[config.mk]
export PLATFORM = sky130hd
export DESIGN_NAME = pipe_stage_skid
export DESIGN_NICKNAME = d
export VERILOG_FILES = /design/src/rtl/pipe_stage_skid.sv
export SDC_FILE = /design/constraint.sdc
export NUM_CORES = 1
export LEC_CHECK = 0
export BUFFER_PORTS_ARGS = -buffer_cell sky130_fd_sc_hd__buf_4
export CAP_MARGIN = 0
export CORE_MARGIN = 1.5
export CORE_UTILIZATION = 40
export DETAILED_ROUTE_END_ITERATION = 16
export GPL_ROUTABILITY_DRIVEN = 0
export PLACE_DENSITY = 0.61
export RECOVER_POWER = 25
export SYNTH_ARGS = -nofsm -noshare
export SYNTH_HDL_FRONTEND = slang
export SYNTH_SLANG_ARGS = --single-unit
[constraint.sdc]
create_clock -name clock -period 3.3 [get_ports clock]
set_input_delay 0.165 -clock clock [delete_from_list [all_inputs] [get_ports clock]]
set_output_delay 0.165 -clock clock [all_outputs]
set_load 0.01 [all_outputs]
[src/rtl/pipe_stage_skid.sv]
// pipe_stage_skid
//   Generic pipeline-stage register with a valid/ready handshake and a
//   two-entry skid buffer. It replaces fixed write-enabled stage registers.
//   in_ready depends only on registered state, so no combinational ready
//   path crosses the stage. Flush drops every held entry. The control field
//   is masked to zero whenever no valid entry is presented, so a bubble
//   reads downstream as a NOP. A saturating counter records stalled cycles.
//
// Ports
//   clock      : single clock, all state updates on posedge
//   reset      : synchronous active-high reset (dominates flush)
//   in_valid   : upstream has a valid entry
//   in_ready   : stage can accept an entry this cycle
//   in_data    : upstream payload [DATA_W]
//   in_ctrl    : upstream control field [CTRL_W]
//   flush      : discard all held entries
//   out_valid  : head entry is valid
//   out_ready  : downstream accepts the head entry this cycle
//   out_data   : payload of the head entry [DATA_W]
//   out_ctrl   : control of the head entry, 0 when out_valid=0 [CTRL_W]
//   occupancy  : number of held entries (0..2)
//   stall_cnt  : cycles with out_valid & !out_ready, saturating [STALL_W]
//
// State table
//   state    | meaning
//   ST_EMPTY | nothing held; main and skid invalid
//   ST_ONE   | main holds the head entry; skid empty
//   ST_FULL  | main holds the head entry; skid holds the next; in_ready=0

module pipe_stage_skid #(
  parameter int DATA_W  = 256,
  parameter int CTRL_W  = 16,
  parameter int STALL_W = 16
) (
  input  logic               clock,
  input  logic               reset,
  input  logic               in_valid,
  output logic               in_ready,
  input  logic [DATA_W-1:0]  in_data,
  input  logic [CTRL_W-1:0]  in_ctrl,
  input  logic               flush,
  output logic               out_valid,
  input  logic               out_ready,
  output logic [DATA_W-1:0]  out_data,
  output logic [CTRL_W-1:0]  out_ctrl,
  output logic [1:0]         occupancy,
  output logic [STALL_W-1:0] stall_cnt
);

  // The state encoding equals the entry count, so occupancy is the state.
  typedef enum logic [1:0] {
    ST_EMPTY = 2'd0,
    ST_ONE   = 2'd1,
    ST_FULL  = 2'd2
  } state_t;

  state_t              state_q, state_d;
  logic [DATA_W-1:0]   main_data_q, skid_data_q;
  logic [CTRL_W-1:0]   main_ctrl_q, skid_ctrl_q;
  logic                load_main_in, load_main_skid, load_skid;
  logic                in_fire, out_fire;

  localparam logic [STALL_W-1:0] STALL_MAX = {STALL_W{1'b1}};
  localparam logic [STALL_W-1:0] STALL_ONE = {{(STALL_W-1){1'b0}}, 1'b1};

  assign in_ready  = (state_q != ST_FULL);
  assign out_valid = (state_q != ST_EMPTY);
  assign out_data  = main_data_q;
  assign out_ctrl  = out_valid ? main_ctrl_q : '0;
  assign occupancy = state_q;

  assign in_fire  = in_valid & in_ready;
  assign out_fire = out_valid & out_ready;

  always_ff @(posedge clock) begin
    if (reset) begin
      state_q <= ST_EMPTY;
    end else begin
      state_q <= state_d;
    end
  end

  always_comb begin
    state_d        = state_q;
    load_main_in   = 1'b0;
    load_main_skid = 1'b0;
    load_skid      = 1'b0;
    if (flush) begin
      // Entries are dropped. The payload registers keep their contents,
      // and out_ctrl masking hides the stale control.
      state_d = ST_EMPTY;
    end else begin
      case (state_q)
        ST_EMPTY: begin
          if (in_fire) begin
            load_main_in = 1'b1;
            state_d      = ST_ONE;
          end
        end
        ST_ONE: begin
          if (in_fire && out_fire) begin
            load_main_in = 1'b1;
          end else if (in_fire) begin
            load_skid = 1'b1;
            state_d   = ST_FULL;
          end else if (out_fire) begin
            state_d = ST_EMPTY;
          end
        end
        ST_FULL: begin
          if (out_fire) begin
            load_main_skid = 1'b1;
            state_d        = ST_ONE;
          end
        end
        default: state_d = ST_EMPTY;
      endcase
    end
  end

  always_ff @(posedge clock) begin
    if (reset) begin
      main_data_q <= '0;
      main_ctrl_q <= '0;
      skid_data_q <= '0;
      skid_ctrl_q <= '0;
    end else begin
      if (load_main_in) begin
        main_data_q <= in_data;
        main_ctrl_q <= in_ctrl;
      end else if (load_main_skid) begin
        main_data_q <= skid_data_q;
        main_ctrl_q <= skid_ctrl_q;
      end
      if (load_skid) begin
        skid_data_q <= in_data;
        skid_ctrl_q <= in_ctrl;
      end
    end
  end

  // Flush does not clear the counter; only reset clears it.
  always_ff @(posedge clock) begin
    if (reset) begin
      stall_cnt <= '0;
    end else if (out_valid && !out_ready && (stall_cnt != STALL_MAX)) begin
      stall_cnt <= stall_cnt + STALL_ONE;
    end
  end

endmodule

==> results of run 1 <==
## power groups by stage
stage	Clock, W	Sequential (W)	Combinational, W
floorplan	0	0.00728	0.000504
global placement	0	0.00723	0.00128
detailed placement	0	0.00723	0.00130
CTS	0.00674	0.00709	0.00158
global route	0.00701	0.00710	0.00161
finish	0.00662	0.00708	0.00149
## state kept, by name (all words and copies together), names as in the netlist
| signal | cells |
|---|---|
| out_data | 256 |
| skid_data_q | 256 |
| main_ctrl_q | 16 |
| skid_ctrl_q | 16 |
| stall_cnt | 16 |
| occupancy | 2 |
## worst max-delay path: stages, from the launching register on
cell and delay (ns):
dfxtp_1 0.47, and4bb_4 0.44, a21oi_4 0.25, buf_4 0.88, nand2_1 0.16, a21oi_1 0.18
## final timing paths
| kind | from | endpoint | slack [ns] | cells after the start |
|---|---|---|---|---|
| setup / recovery | occupancy[0] | out_data[91] | 0.71 | 5 |
| hold reg to reg | main_ctrl_q[9] | main_ctrl_q[9] | 0.45 | 2 |
| setup reg to reg | occupancy[0] | out_data[91] | 0.71 | 5 |
| hold / removal | reset | out_data[243] | 0.01 | 2 |
## cell usage after synthesis, drive strengths merged
| master | number |
|---|---|
| nor3 | 3 |
| and3 | 4 |
| dfxtp | 562 |
| o31ai | 6 |
| clkbuf | 110 |
| nor2b | 19 |
| nor3b | 1 |
| nand2 | 824 |
| o22a | 1 |
| or3 | 8 |
| ha | 1 |
| nand2b | 3 |
| o21ba | 1 |
| nor4 | 2 |
| o21ai | 7 |
| buf | 106 |
| xor2 | 1 |
| mux2i | 2 |
| nor2 | 5 |
| a2111oi | 1 |
| mux2 | 1 |
| o41ai | 1 |
| a21oi | 559 |
| nand4 | 5 |
| a22oi | 272 |
| nand3 | 6 |
| or4 | 5 |
| and4bb | 1 |
| inv | 2 |
| or2 | 1 |
## cell type report
cell class	count	share of cell area
repair buffers	871	0.227
flip-flops and latches	562	0.385
multi-input cells	1740	0.293
diodes	4	0.000342
clock buffers	97	0.0633
clock inverters	4	0.00248
well taps	680	0.0291
inverters	2	0.000257
## per-layer routing
layer | up-vias | GRT usage | part of all wire
met4 | 4 | 0.106 | 0.037
li1 | 10100 | - | -
met1 | 10000 | 0.323 | 0.41
met5 | - | 0 | 0.00035
met2 | 732 | 0.413 | 0.47
met3 | 156 | 0.0634 | 0.076
## metrics by stage
stage,hold WS [ns],cells
finish,0.0143,3960
floorplan,0.242,2520
detailed placement,0.396,3579
global route,0.0354,3960
CTS,0.0108,3956
global placement,0.390,3579
## cells by family after synthesis
group / Yosys count / share of synthesized area
adders and majority gates: 1 / 0.000602
DFF: 562 / 0.541
xor gates and xnor gates: 1 / 0.000422
and+or+nand+nor: 887 / 0.169
muxes: 3 / 0.00151
buffers and inverters: 218 / 0.0474
AOI/OAI and AO/OA: 848 / 0.239
==> impl_metrics.env, run 1 <==
export IMPL_setup_viol=0
export IMPL_final_area_mm2=0.0292
export IMPL_cts_setup_buffers=0
export IMPL_grt_total_usage=0.255
export IMPL_netlist_area_mm2=0.0208
export IMPL_swShare=0.235
export IMPL_maxCapViolations=0
export IMPL_cts_hold_buffers_added=276
export IMPL_pre_cts_slack_ns=0.794
export IMPL_multi_input_area_mm2=0.00858
export IMPL_nNetsFinal=3515
export IMPL_power_frac_seq=0.466
export IMPL_synthTopCellsByArea="dfxtp_1 54%, nand2_1 15%, a21oi_1 13%"
export IMPL_cts_resized=0
export IMPL_worstSetupEndpointType="register"
export IMPL_maxSlewHeadroom=0.190
export IMPL_fin_ws_ns=0.708
export IMPL_yosysSeqAreaShare=0.541
export IMPL_avgSynthCellArea_um2=8.25
export IMPL_tns_ns=0
export IMPL_ant_nets=0
export IMPL_yosysWarnings=0
export IMPL_antenna_found_initial=6
export IMPL_drv_slew=0
export IMPL_start_kind="register"
export IMPL_cts_sinks=562
export IMPL_clockBufferDepth=3
export IMPL_rows=83
export IMPL_viasPerCell=5.30
export IMPL_final_util=0.570
export IMPL_grt_pass1_vias=20200
export IMPL_numCtsBuffers=60
export IMPL_critical_path_class="register to register"
export IMPL_grt_remaining_overflow=0
export IMPL_post_route_min_period_ns=2.59
export IMPL_route_detailed_drc=0
export IMPL_core_area_mm2=0.0513
export IMPL_dieHeight_um=231
export IMPL_syn_nets=2798
export IMPL_period_share=0.785
export IMPL_p_total_w=0.0152
export IMPL_ir_drop_mv=0.464
export IMPL_syn_inst=2520
export IMPL_pwr_share_comb=0.098
export IMPL_crit_required_ns=3.83
export IMPL_synth_distinct_cells=36
export IMPL_htree_levels=2
export IMPL_ys_seq_elements=562
export IMPL_yosysTopAreaCell="dfxtp_1"
export IMPL_portBuffers=568
export IMPL_p_int_w=0.0116
export IMPL_grt_pass1_wl_um=110000
export IMPL_yosysTopAreaCellShare=0.541
export IMPL_firstDrtPassIters=7
export IMPL_tightest_slew_ns=1.22
export IMPL_finClkSkew_ns=0.0107
export IMPL_final_hold_viol_count=0
export IMPL_wl_per_cell_um=18.0
export IMPL_layout_commonest_cell="nand2_1"
export IMPL_clkTransAtPathRegs_ns=0.06
export IMPL_power_leakage_nw=10.5
export IMPL_worstPathMaxFanout=101
export IMPL_p_switching_w=0.00357
export IMPL_rsz0062_at_grt="false"
export IMPL_power_frac_clock=0.435
export IMPL_wirelength_um=71400
export IMPL_worstPathArrival_ns=3.13
export IMPL_area_sequential_mm2=0.0113
export IMPL_nFillCells=4742
export IMPL_power_density_mw_per_mm2=520
export IMPL_final_cell_mix="823 x nand2_1, 562 x dfxtp_1, 558 x a21oi_1, 366 x buf_4, 276 x dlygate4sd3_1"
export IMPL_start_util=0.405
export IMPL_boundaryPins=569
export IMPL_drtIter0Drc=1528
export IMPL_cts_root_buffer="clkbuf_16"
export IMPL_num_vias=21000
export IMPL_hpwlAfterDp_um=44000
export IMPL_placed_area_mm2=0.0253
export IMPL_drive_gt1_frac=0.146
export IMPL_die_area_mm2=0.0533
export IMPL_status="completed"
export IMPL_clk_latency_ns=0.61
export IMPL_max_freq_ghz=0.386
export IMPL_min_path_type="input pin to register"
export IMPL_fp_dieW_um=231
export IMPL_syn_to_final_growth_pct=40.7
export IMPL_cts_tree="done"
export IMPL_grt_max_degree=160
No activity file was read; power rests on OpenSTA's default activity.
==> run 2, diff against run 1 <==
Settings changed: ABC_AREA from default to 1, PLACE_DENSITY 0.61 to 0.6.
Clock period 3.3 ns to 2.5 ns, I/O delays scaled along.
==> impl_metrics.env, run 2 <==
export IMPL_cts_resized=0
export IMPL_worstRegToRegCells=7
export IMPL_nNetsFinal=3882
export IMPL_synth_commonest_cells="562 x dfxtp_1, 548 x nor2_1, 316 x o21ai_0, 301 x nand2_1, 280 x nand3_1"
export IMPL_critPathTopFamily="simple AND/OR/NAND/NOR gates"
export IMPL_fp_dieW_um=240
export IMPL_tns_ns=0
export IMPL_wl_per_cell_um=19.5
export IMPL_maxCapViolations=0
export IMPL_dieHeight_um=240
export IMPL_status="completed"
export IMPL_synth_distinct_cells=22
export IMPL_hpwlAfterDp_um=49400
export IMPL_period_share=0.868
export IMPL_holdPathStages=4
export IMPL_clk_latency_ns=0.62
export IMPL_crit_required_ns=2.96
export IMPL_synth_edf_count=0
export IMPL_antenna_found_initial=10
export IMPL_syn_nets=3230
export IMPL_power_leakage_nw=11.2
export IMPL_cts_root_buffer="clkbuf_16"
export IMPL_cp_num_cells=7
export IMPL_grt_total_usage=0.284
export IMPL_post_route_min_period_ns=2.17
export IMPL_num_vias=24500
export IMPL_viasPerCell=5.55
export IMPL_layout_commonest_cell="dfxtp_1"
export IMPL_cts_sinks=562
export IMPL_critical_path_class="register to register"
export IMPL_avgSynthCellArea_um2=7.60
export IMPL_final_hold_viol_count=0
export IMPL_syn_inst=2952
export IMPL_setup_viol=0
export IMPL_netlist_area_mm2=0.0224
export IMPL_start_kind="register"
export IMPL_firstDrtPassIters=8
export IMPL_power_density_mw_per_mm2=661
export IMPL_die_area_mm2=0.0575
export IMPL_yosysMostFrequentCell="dfxtp_1"
export IMPL_p_switching_w=0.00514
export IMPL_ys_flop_type="dfxtp_1"
export IMPL_worstSetupEndpointType="register"
export IMPL_pwr_share_comb=0.111
export IMPL_syn_to_final_growth_pct=38.1
export IMPL_critical_path_slowest_cell="dfxtp_1"
export IMPL_maxSlewHeadroom=0.274
export IMPL_synthSimpleGateAreaFrac=0.273
export IMPL_cp_buffers_inverters=2
export IMPL_start_util=0.406
export IMPL_min_path_type="input pin to register"
export IMPL_ant_nets=0
export IMPL_yosysTopAreaCell="dfxtp_1"
export IMPL_synthAdderAreaFrac=0.000558
export IMPL_synth_xor_area_frac=0.00234
export IMPL_swShare=0.251
export IMPL_yosysTopAreaCellShare=0.502
export IMPL_ir_drop_mv=0.509
export IMPL_synthTopCellsByArea="dfxtp_1 50%, nor2_1 9.2%, o21ai_0 7.1%"
export IMPL_drv_slew=0
export IMPL_yosysWarnings=0
export IMPL_portBuffers=568
export IMPL_ys_async_sr_fraction=0
export IMPL_core_area_mm2=0.0553
export IMPL_ys_seq_elements=562
export IMPL_tightest_slew_ns=1.09
export IMPL_grt_max_degree=177
export IMPL_synth_area_mux_share=0
export IMPL_finClkSkew_ns=0.0210
export IMPL_htree_levels=2
export IMPL_grt_pass1_wl_um=132000
export IMPL_grt_pass1_vias=23200
export IMPL_worstPathArrival_ns=2.63
export IMPL_route_detailed_drc=0
export IMPL_clkTransAtPathRegs_ns=0.06
export IMPL_p_int_w=0.0153
export IMPL_cts_tree="done"
export IMPL_synth_top_family_by_area="simple AND/OR/NAND/NOR gates"
export IMPL_rsz0062_at_grt="false"
export IMPL_whs_ns=0.315
export IMPL_rows=86
export IMPL_numCtsBuffers=59
export IMPL_power_frac_clock=0.430
export IMPL_wirelength_um=86100
export IMPL_yosysSeqAreaShare=0.502
export IMPL_final_cell_mix="562 x dfxtp_1, 548 x nor2_1, 375 x buf_4, 316 x o21ai_0, 300 x nand2_1"
export IMPL_synth_compound_area_frac=0.156
export IMPL_drive_gt1_frac=0.138
export IMPL_max_freq_ghz=0.461
export IMPL_cp_slowest_stage_delay_ns=0.44
export IMPL_drtIter0Drc=1843
export IMPL_worstPathMaxFanout=90
export IMPL_worstPathCellList="inv_2 > nor2_4 > nand3_1 > and2_4 > buf_12 > nand2_1 > a31oi_1"
export IMPL_grt_remaining_overflow=0
export IMPL_clockBufferDepth=3
export IMPL_power_frac_seq=0.458
export IMPL_boundaryPins=569
-- run 2: cell count changes in the layout (fill, tap and decap cells not counted), moves of 235 or more --
| cell | change |
|---|---|
| nand2_1 | -523 |
| nand4_1 | +238 |
| a22oi_1 | -272 |
| a21oi_1 | -470 |
| a31oi_1 | +235 |
| nor2_1 | +543 |
| o21ai_0 | +312 |
| nand3_1 | +274 |
-- run 2: cell type report --
class | instances | area, µm²
diodes | 10 | 25.0
clock buffers | 93 | 1800
clock inverters | 15 | 131
fillers | 5241 | 24300
inverters | 74 | 303
multi-input cells | 2020 | 9700
flip-flops and latches | 562 | 11300
well taps | 748 | 936
repair buffers | 887 | 6820
-- run 2: final timing paths --
check | startpoint | to | slack (ns)
setup reg to reg | occupancy[1] | out_data[34] | 0.33
hold reg to reg | skid_data_q[218] | skid_data_q[218] | 0.45
setup / recovery | occupancy[1] | out_data[34] | 0.33
hold / removal | in_data[62] | skid_data_q[62] | 0.32
-- run 2: repair_timing --
item / CTS / global route
setup buffers: 0 / 0
hold buffers: 276 / 0
endpoints found under the setup margin: 0 / 0
hold endpoints to repair: 553 / 0
-- run 2: metal layers --
layer,GRT usage,vias to the layer above,wire length [µm]
met2,0.457,1093,40200
met5,0,-,0
met4,0.127,0,3590
li1,-,11600,-
met1,0.362,11600,34800
met3,0.0651,192,7540
-- run 2: cell families after synthesis --
group | Yosys count
simple gates | 1373
compound gates | 640
flops | 562
buf+inv | 370
xor+xnor | 6
fa+ha+maj | 1
-- run 2: power by group through the flow --
stage | logic [W] | registers, W | clock network, W
after global routing | 0.00246 | 0.00941 | 0.00934
after CTS | 0.00239 | 0.00939 | 0.00895
after floorplan | 0.000849 | 0.00964 | 0
after detailed placement | 0.00201 | 0.00958 | 0
after global placement | 0.00199 | 0.00958 | 0
final | 0.00228 | 0.00939 | 0.00881
-- run 2: tightest hold or removal path, delay by kind of cell --
kind            cells  cell delay [ns]
buf+inv             2             0.62
simple gates        1             0.08
compound gates      1             0.07
-- run 2: per-stage QoR --
| stage | setup slack [ns] | cell area (µm²) | total power (W) | std cells | util |
|---|---|---|---|---|---|
| floorplan | 0.830 | 22400 | 0.0105 | 2952 | - |
| global placement | 0.390 | 27100 | 0.0116 | 4015 | 0.489 |
| detailed placement | 0.300 | 27100 | 0.0116 | 4015 | 0.489 |
| CTS | 0.247 | 31800 | 0.0207 | 4399 | 0.574 |
| global route | 0.115 | 31000 | 0.0212 | 4409 | 0.560 |
| finish | 0.329 | 31000 | 0.0205 | 4409 | 0.560 |
